File: config.mk
export PLATFORM = sky130hd
export DESIGN_NAME = uart_cmd_decode
export DESIGN_NICKNAME = d
export VERILOG_FILES = /design/src/rtl/uart_cmd_decode.sv
export SDC_FILE = /design/constraint.sdc
export NUM_CORES = 1
export LEC_CHECK = 0
export CORE_ASPECT_RATIO = 0.9
export CORE_UTILIZATION = 53
export CTS_CLUSTER_DIAMETER = 100
export CTS_CLUSTER_SIZE = 14
export DETAILED_ROUTE_END_ITERATION = 12
export GPL_TIMING_DRIVEN = 1
export PLACE_DENSITY = 0.79
export SYNTH_ARGS = -nofsm -noshare
export SYNTH_HDL_FRONTEND = slang
export SYNTH_SLANG_ARGS = --single-unit
File: constraint.sdc
create_clock -name sclk -period 2.4 [get_ports sclk]
set_input_delay 0.6 -clock sclk [delete_from_list [all_inputs] [get_ports sclk]]
set_output_delay 0.6 -clock sclk [all_outputs]
set_load 0.02 [all_outputs]
File: src/rtl/uart_cmd_decode.sv
// Byte-stream command decoder: turns uart_rx bytes into SDRAM write-FIFO pushes
// and level write/read burst requests that stay up until acknowledged.
module uart_cmd_decode #(
  parameter int         BURST_LEN = 4,
  parameter logic [7:0] WR_HDR    = 8'h55,
  parameter logic [7:0] RD_HDR    = 8'hAA,
  parameter int         TIMEOUT   = 50000
) (
  input  logic       sclk,
  input  logic       s_rst,
  input  logic [7:0] rx_data,
  input  logic       rx_flag,
  output logic       wfifo_wr_en,
  output logic [7:0] wfifo_data,
  output logic       wr_req,
  input  logic       wr_ack,
  output logic       rd_req,
  input  logic       rd_ack,
  output logic       frame_err,
  output logic       busy
);

  localparam int              CW       = (TIMEOUT > 1) ? $clog2(TIMEOUT) : 1;
  localparam logic [7:0]      LAST_IDX = 8'(BURST_LEN - 1);
  // The abort fires on the cycle whose increment would bring the count to TIMEOUT-1.
  localparam logic [CW-1:0]   TERM_PRE = CW'((TIMEOUT > 1) ? TIMEOUT - 2 : 0);

  typedef enum logic [1:0] {
    IDLE        = 2'd0,
    WR_DATA     = 2'd1,
    WAIT_WR_ACK = 2'd2,
    WAIT_RD_ACK = 2'd3
  } state_t;

  state_t          state_reg,       state_next;
  logic [7:0]      byte_cnt_reg,    byte_cnt_next;
  logic [CW-1:0]   idle_cnt_reg,    idle_cnt_next;
  logic            wfifo_wr_en_reg, wfifo_wr_en_next;
  logic [7:0]      wfifo_data_reg,  wfifo_data_next;
  logic            wr_req_reg,      wr_req_next;
  logic            rd_req_reg,      rd_req_next;
  logic            frame_err_reg,   frame_err_next;
  logic            timeout_hit;

  assign timeout_hit = (TIMEOUT < 2) || (idle_cnt_reg == TERM_PRE);

  always_ff @(posedge sclk) begin
    if (s_rst) begin
      state_reg       <= IDLE;
      byte_cnt_reg    <= '0;
      idle_cnt_reg    <= '0;
      wfifo_wr_en_reg <= 1'b0;
      wfifo_data_reg  <= '0;
      wr_req_reg      <= 1'b0;
      rd_req_reg      <= 1'b0;
      frame_err_reg   <= 1'b0;
    end else begin
      state_reg       <= state_next;
      byte_cnt_reg    <= byte_cnt_next;
      idle_cnt_reg    <= idle_cnt_next;
      wfifo_wr_en_reg <= wfifo_wr_en_next;
      wfifo_data_reg  <= wfifo_data_next;
      wr_req_reg      <= wr_req_next;
      rd_req_reg      <= rd_req_next;
      frame_err_reg   <= frame_err_next;
    end
  end

  always_comb begin
    state_next       = state_reg;
    byte_cnt_next    = byte_cnt_reg;
    idle_cnt_next    = '0;
    wfifo_wr_en_next = 1'b0;
    wfifo_data_next  = wfifo_data_reg;
    wr_req_next      = 1'b0;
    rd_req_next      = 1'b0;
    frame_err_next   = 1'b0;

    case (state_reg)
      IDLE: begin
        byte_cnt_next = '0;
        if (rx_flag) begin
          if (rx_data == WR_HDR) begin
            state_next = WR_DATA;
          end else if (rx_data == RD_HDR) begin
            state_next  = WAIT_RD_ACK;
            rd_req_next = 1'b1;
          end
        end
      end

      WR_DATA: begin
        if (rx_flag) begin
          // Header values are plain payload here.
          wfifo_wr_en_next = 1'b1;
          wfifo_data_next  = rx_data;
          if (byte_cnt_reg == LAST_IDX) begin
            state_next    = WAIT_WR_ACK;
            byte_cnt_next = '0;
          end else begin
            byte_cnt_next = byte_cnt_reg + 8'd1;
          end
        end else if (timeout_hit) begin
          state_next     = IDLE;
          byte_cnt_next  = '0;
          frame_err_next = 1'b1;
        end else begin
          idle_cnt_next = idle_cnt_reg + CW'(1);
        end
      end

      WAIT_WR_ACK: begin
        wr_req_next    = 1'b1;
        frame_err_next = rx_flag;
        if (wr_req_reg && wr_ack) begin
          wr_req_next = 1'b0;
          state_next  = IDLE;
        end
      end

      WAIT_RD_ACK: begin
        rd_req_next    = 1'b1;
        frame_err_next = rx_flag;
        if (rd_req_reg && rd_ack) begin
          rd_req_next = 1'b0;
          state_next  = IDLE;
        end
      end

      default: state_next = IDLE;
    endcase
  end

  assign wfifo_wr_en = wfifo_wr_en_reg;
  assign wfifo_data  = wfifo_data_reg;
  assign wr_req      = wr_req_reg;
  assign rd_req      = rd_req_reg;
  assign frame_err   = frame_err_reg;
  assign busy        = (state_reg != IDLE);

endmodule

==> results.md, run 1 <==
* F_max at 463 MHz
* Tcrit/Tclk final at 90.0%
* Initial DRT Pass Iterations at 5
* CTS Buf Count at 5
* Critical Path Sink: idle_cnt_reg[13]
* DR vias/cell at 5.62
* Via count at 1546
* Count of different cell masters after synthesis at 38
* Final min period at 2.16 ns
* Clock buffer depth at 2
* CP arrival at 2.31 ns
* # rows at 19
* Cts repair resizes at 0
* Pleak at 0.000783 µW
* Mapped Nets at roughly 220
* Peak VDD IR at 0.423 mV
* Min-delay worst type: flip-flop to flip-flop
* GR Overflow Total at 0
* Vias in the first global route at 1425
* Setup crit end kind: flip-flop
* FFs w/ async S/R, synth at 0%
* List of most frequent post-synthesis cells: dfxtp_1 (38), nand2_1 (29), nor2_1 (23)
* Setup crit start kind: flip-flop
* Most common cell in the synthesized netlist: dfxtp_1
* Starting Density at 56.9%
* Reg2reg end: idle_cnt_reg[13]
* Max reg flops at 16
* Clock Pin Slew Worst Setup and Hold Paths at about 0.070 ns
* Flops & latches, synth at 38
* Avg Inst Size Synth at 8.85 µm²
* Buffers & Inverters on Critical Path at 1
* Finished Cell Area at approximately 2200 µm²
* Worst path required time at between 2 and 3 ns
* EDFF count, synth at 0
* RR Startpoint: idle_cnt_reg[0]
* Die height at 57.1 µm
* Critical path origin: idle_cnt_reg[0]
* Layout Area Growth over Synthesis at 22.5%
* Yosys top cell area share at 42.6%
* Synth area leader: dfxtp_1
* Synth Cell Area at 1790 µm²
* Final-report setup violation count at 0
* DRC errors left at 0
* Die width at 63.2 µm
* Largest net degree at the start of global routing at 22
* Slowest Stage Delay on Critical Path at 0.50 ns
* Seq/Total Area, Yosys at 42.6%
* Final Max Slew Viols at 0
* Max-cap violation count at 0
* Tightest Pin Transition at 0.567 ns
* Largest cells by area after synthesis: dfxtp_1 (43%), nand2_1 (6.1%), ha_1 (5.6%), xor2_1 (4.9%), nor2_1 (4.8%)
* Top-level port count at 26
* R2R cell count at 6
* Fillers at about 270
* ANT cells at 0
* Nets at 253
* Crit path max-delay family: simple AND/OR/NAND/NOR gates
* Layout Skew at 0.00630 ns
* Hold Fails Final Rpt at 0
* Status: completed
* Post-CTS setup buffer count at 0
* Crit-path slowest cell: or3_1
* Total GRT Usage at 23.1%
* GP Congestion at 0.895
* CTS tree: yes
* Clock root buffer: clkbuf_8
* Post-DP HPWL at 2.72 mm
* Hold path depth at 2
* Setup CP Type: flip-flop to flip-flop
* Detailed Route WL at approximately 3.7 mm
* Placed Area at 2100 µm²
* Setup slack at placement at 0.0433 ns
* Ys flop type: dfxtp_1
* Synth warn at 0
* Routed wire length per instance at approximately 14 µm
* Worst-path maximum fanout at 16
* Die area at 3610 µm²
* Post-route ant nets at 0
* Setup_tns at 0 ns
* Slew headroom at about 62%
* H-tree depth at 2
* CTS Hold Buffers Added at 0
* Critical path depth in cells at 6
* Initial antenna violation count at 0
* Global-route wire length before repair at 6.39 mm
* Reg-to-reg slack, setup at 0.24 ns
* RSZ-0062 raised after global routing: false
* Worst-skew pair later-pin latency at 0.29 ns
* I/O Buffers at 25
* Share of cells above drive strength 1 at 8.58%
* Post-Synthesis Cells at 202
* Critical Path, Cell by Cell: inv_1 -> ha_1 -> or4b_4 -> nor4_4 -> or3_1 -> nor2_1
* Initial DRC count at 85
* Sink Count at 38
* Core Region at 3140 µm²
* Power Density at 720 nW/µm²
* Setup ws final at around 0.24 ns
## layout make-up
class,count,area (µm²),area share (%)
Timing Repair Buffer,30,290,13.3
Multi-Input combinational cell,150,968,44.2
Inverter,7,26.3,1.20
Clock buffer,7,86.3,3.94
Sequential cell,38,761,34.7
Tap cell,42,52.6,2.40
Clock inverter,1,5.00,0.229
## placed cells by master (no fill, tap or decap), types with 5 or more instances in the layout
master and n:
inv_1 7, ha_1 8, clkdlybuf4s50_1 24, nand2_1 29
dfxtp_1 38, a21oi_1 15, nand3_1 8, a311oi_1 5
and3_1 6, nor2_1 23, buf_4 5, clkbuf_8 6
xor2_1 10
## how the worst min path moves through the flow
stage                                from               to  slack, ns
after floorplan           idle_cnt_reg[0]  idle_cnt_reg[0]       0.44
after global routing        wfifo_data[4]    wfifo_data[4]       0.47
after CTS                   wfifo_data[4]    wfifo_data[4]       0.46
final                       wfifo_data[4]    wfifo_data[4]       0.46
after detailed placement    wfifo_data[4]    wfifo_data[4]       0.45
after global placement      wfifo_data[1]    wfifo_data[1]       0.44
## power breakdown
part	internal (µW)	switching, µW	leakage (µW)
Clock	232	218	0.0000482
Combinational	187	254	0.000429
Sequential	662	24.3	0.000306
Total	1080	496	0.000783
## tightest hold or removal path, cell delays in order, from the launching register on
cell and delay, ns:
dfxtp_1 0.31, nand2_1 0.05, a21oi_1 0.05
## metrics by stage
step	utilization, %	hold WS, ns	cells	power [µW]
finish	69.8	0.456	275	1580
detailed placement	66.8	0.450	267	1140
floorplan	-	0.437	202	988
CTS	69.7	0.457	275	1590
global route	69.8	0.473	275	1670
global placement	66.8	0.443	267	1120
## metal layers
metal / wire (µm) / up-vias / GRT usage, %
met5: 0 / - / 0
li1: - / 760 / -
met3: 196 / 11 / 7.00
met1: 1790 / 736 / 30.5
met2: 1650 / 39 / 34.7
met4: 75 / 0 / 11.0
## cell families after synthesis
family                   Yosys count  synth area share (%)
flip-flops                        38                  42.6
buffers and inverters             14                  3.22
AND/OR/NAND/NOR                   94                  28.8
adder cells (fa/ha/maj)            8                  5.60
AO/OA/AOI/OAI                     33                  12.4
XOR/XNOR                          14                  6.86
multiplexers                       1                 0.560
No activity file was read; power rests on OpenSTA's default activity.
==> run 2, diff against run 1 <==
==> constraint.sdc (replaced) <==
create_clock -name sclk -period 2.3 [get_ports sclk]
set_input_delay 0.575 -clock sclk [delete_from_list [all_inputs] [get_ports sclk]]
set_output_delay 0.575 -clock sclk [all_outputs]
set_load 0.02 [all_outputs]
==> run 2 against run 1 <==
Sequential share of layout area down 0.18 points. Register-to-register slack worse by 0.09 ns. Via count down 1.4%. Setup slack worse by 0.088 ns. Cell area up 0.51%. Hold slack worse by 0.0027 ns. Clock skew down 0.0025 ns. Fmax up 0.58%. Critical path depth unchanged.
==> results.md, run 2 (same netlist as run 1, synthesis figures left out) <==
* Status: completed
* Post-Layout Cell Count at 275
* CTS Buf Count at 5
* DR vias/cell at 5.55
* GR Overflow Total at 0
* # rows at 19
* DRC errors left at 0
* Tcrit/Tclk final at a little over 90%
* Initial antenna violation count at 0
* Multi-input gate area at 968 µm²
* H-tree depth at 2
* F_max at approximately 470 MHz
* Commonest non-fill, non-tap cell in the layout: dfxtp_1
* GR Layer Usage met3 at 7.40%
* Final Max Slew Viols at 0
* Slowest Stage Delay on Critical Path at 0.55 ns
* Power Density at 784 nW/µm²
* Worst-skew pair later-pin latency at 0.29 ns
* ANT cells at 0
* Final-report setup violation count at 0
* Starting Density at between 50% and 60%
* Worst path required time at 2.51 ns
* RSZ-0062 raised after global routing: false
* Post-CTS setup buffer count at 0
* Buffers & Inverters on Critical Path at 0
* Clock Pin Slew Worst Setup and Hold Paths at around 0.07 ns
* CP arrival at 2.35 ns
* Core Region at 3140 µm²
* Crit-path slowest cell: or4_4
* Initial DRT Pass Iterations at 4
* Detailed Route WL at 3.67 mm
* Worst-path maximum fanout at 4
* Top-level port count at 26
* Clock buffer depth at 2
* Reg-to-reg slack, setup at approximately 0.15 ns
* Initial DRC count at 89
* Post-DP HPWL at roughly 2.7 mm
* Busiest layer in global routing: met2
* Sink Count at 38
* Die area at 3610 µm²
* Global-route wire length before repair at 6.35 mm
* Via count at 1525
* CTS Hold Buffers Added at 0
* Largest net degree at the start of global routing at 22
* Register area at around 760 µm²
* DP Cell Count at 267
* Peak VDD IR at 0.461 mV
* Pleak at 0.000774 µW
* Post-route ant nets at 0
* CTS tree: yes
* Die height at 57.1 µm
* Routed wire length per instance at 13.3 µm
* Die width at 63.2 µm
* Fillers at roughly 250
* Tightest Pin Transition at 0.612 ns
* Critical Path, Cell by Cell: ha_1 -> nor4b_2 -> a21oi_1 -> or4_4 -> o31a_1 -> a211oi_2
* GP Congestion at around 0.82
* Setup crit end kind: flip-flop
* Clock root buffer: clkbuf_8
* Final min period at between 2 and 2.5 ns
* Setup CP Type: flip-flop to flip-flop
* Min-delay worst type: flip-flop to flip-flop
* Layout Area Growth over Synthesis at 23.2%
* Nets at between 200 and 300
* Hold Fails Final Rpt at 0
* Total GRT Usage at between 20 and 25%
* Vias in the first global route at ~1400
* Share of cells above drive strength 1 at 8.15%
* M1 GR Usage at 28.6%
* Max-cap violation count at 0
* Setup crit start kind: flip-flop
* Setup_tns at 0 ns
* I/O Buffers at 25
* Met2 global-route usage at between 30% and 40%
* Max reg flops at 16
* Layout Skew at 0.00378 ns
* Crit path max-delay family: simple AND/OR/NAND/NOR gates
* Commonest cells after routing, fill and taps aside: dfxtp_1 (38), nand2_1 (29), clkdlybuf4s50_1 (24), nor2_1 (23), a21oi_1 (15)
* Slew headroom at 59.1%
## run 2: repair_timing
item,4_1_cts,5_1_grt
resized for setup,1,0
endpoints found under the hold margin,0,0
setup endpoints to repair,1,0
## run 2: stage by stage
stage	utilization [%]	hold WS, ns	setup slack [ns]	cell area, µm²	power [µW]
floorplan	-	0.437	0.363	1790	1030
detailed placement	66.8	0.446	-0.0941	2100	1190
CTS	70.1	0.455	0.150	2200	1730
global route	70.1	0.478	0.0257	2200	1810
global placement	66.8	0.444	-0.0104	2100	1170
finish	70.1	0.453	0.153	2200	1720
## run 2: routing by layer
metal | up-vias | routed length (µm)
li1 | 762 | -
met1 | 725 | 1780
met2 | 31 | 1650
met3 | 7 | 159
met4 | 0 | 82
met5 | - | 0
## run 2: worst min-delay path, delay by kind of cell (launching register included)
family	cells	cell delay (ns)
flip-flops	1	0.31
AO/OA/AOI/OAI	1	0.05
AND/OR/NAND/NOR	1	0.05
## run 2: report_power, final
part	leakage [µW]	internal, µW	switching [µW]
clock	0.0000524	324	225
combinational	0.000415	187	271
sequential	0.000306	691	26.7
total	0.000774	1200	523
## run 2: path summary, 6_finish.rpt
kind              startpoint       endpoint  depth (start not counted)
min            wfifo_data[3]  wfifo_data[3]                          2
max reg2reg  byte_cnt_reg[0]   state_reg[1]                          6
max          byte_cnt_reg[0]   state_reg[1]                          6
min reg2reg    wfifo_data[3]  wfifo_data[3]                          2
## run 2: area by class of cell
cell class | instances | area share [%]
clock buffers | 7 | 3.47
clock inverters | 1 | 1.36
inverters | 7 | 1.19
multi-input cells | 150 | 44.0
flip-flops and latches | 38 | 34.6
well taps | 42 | 2.39
repair buffers | 30 | 13.0
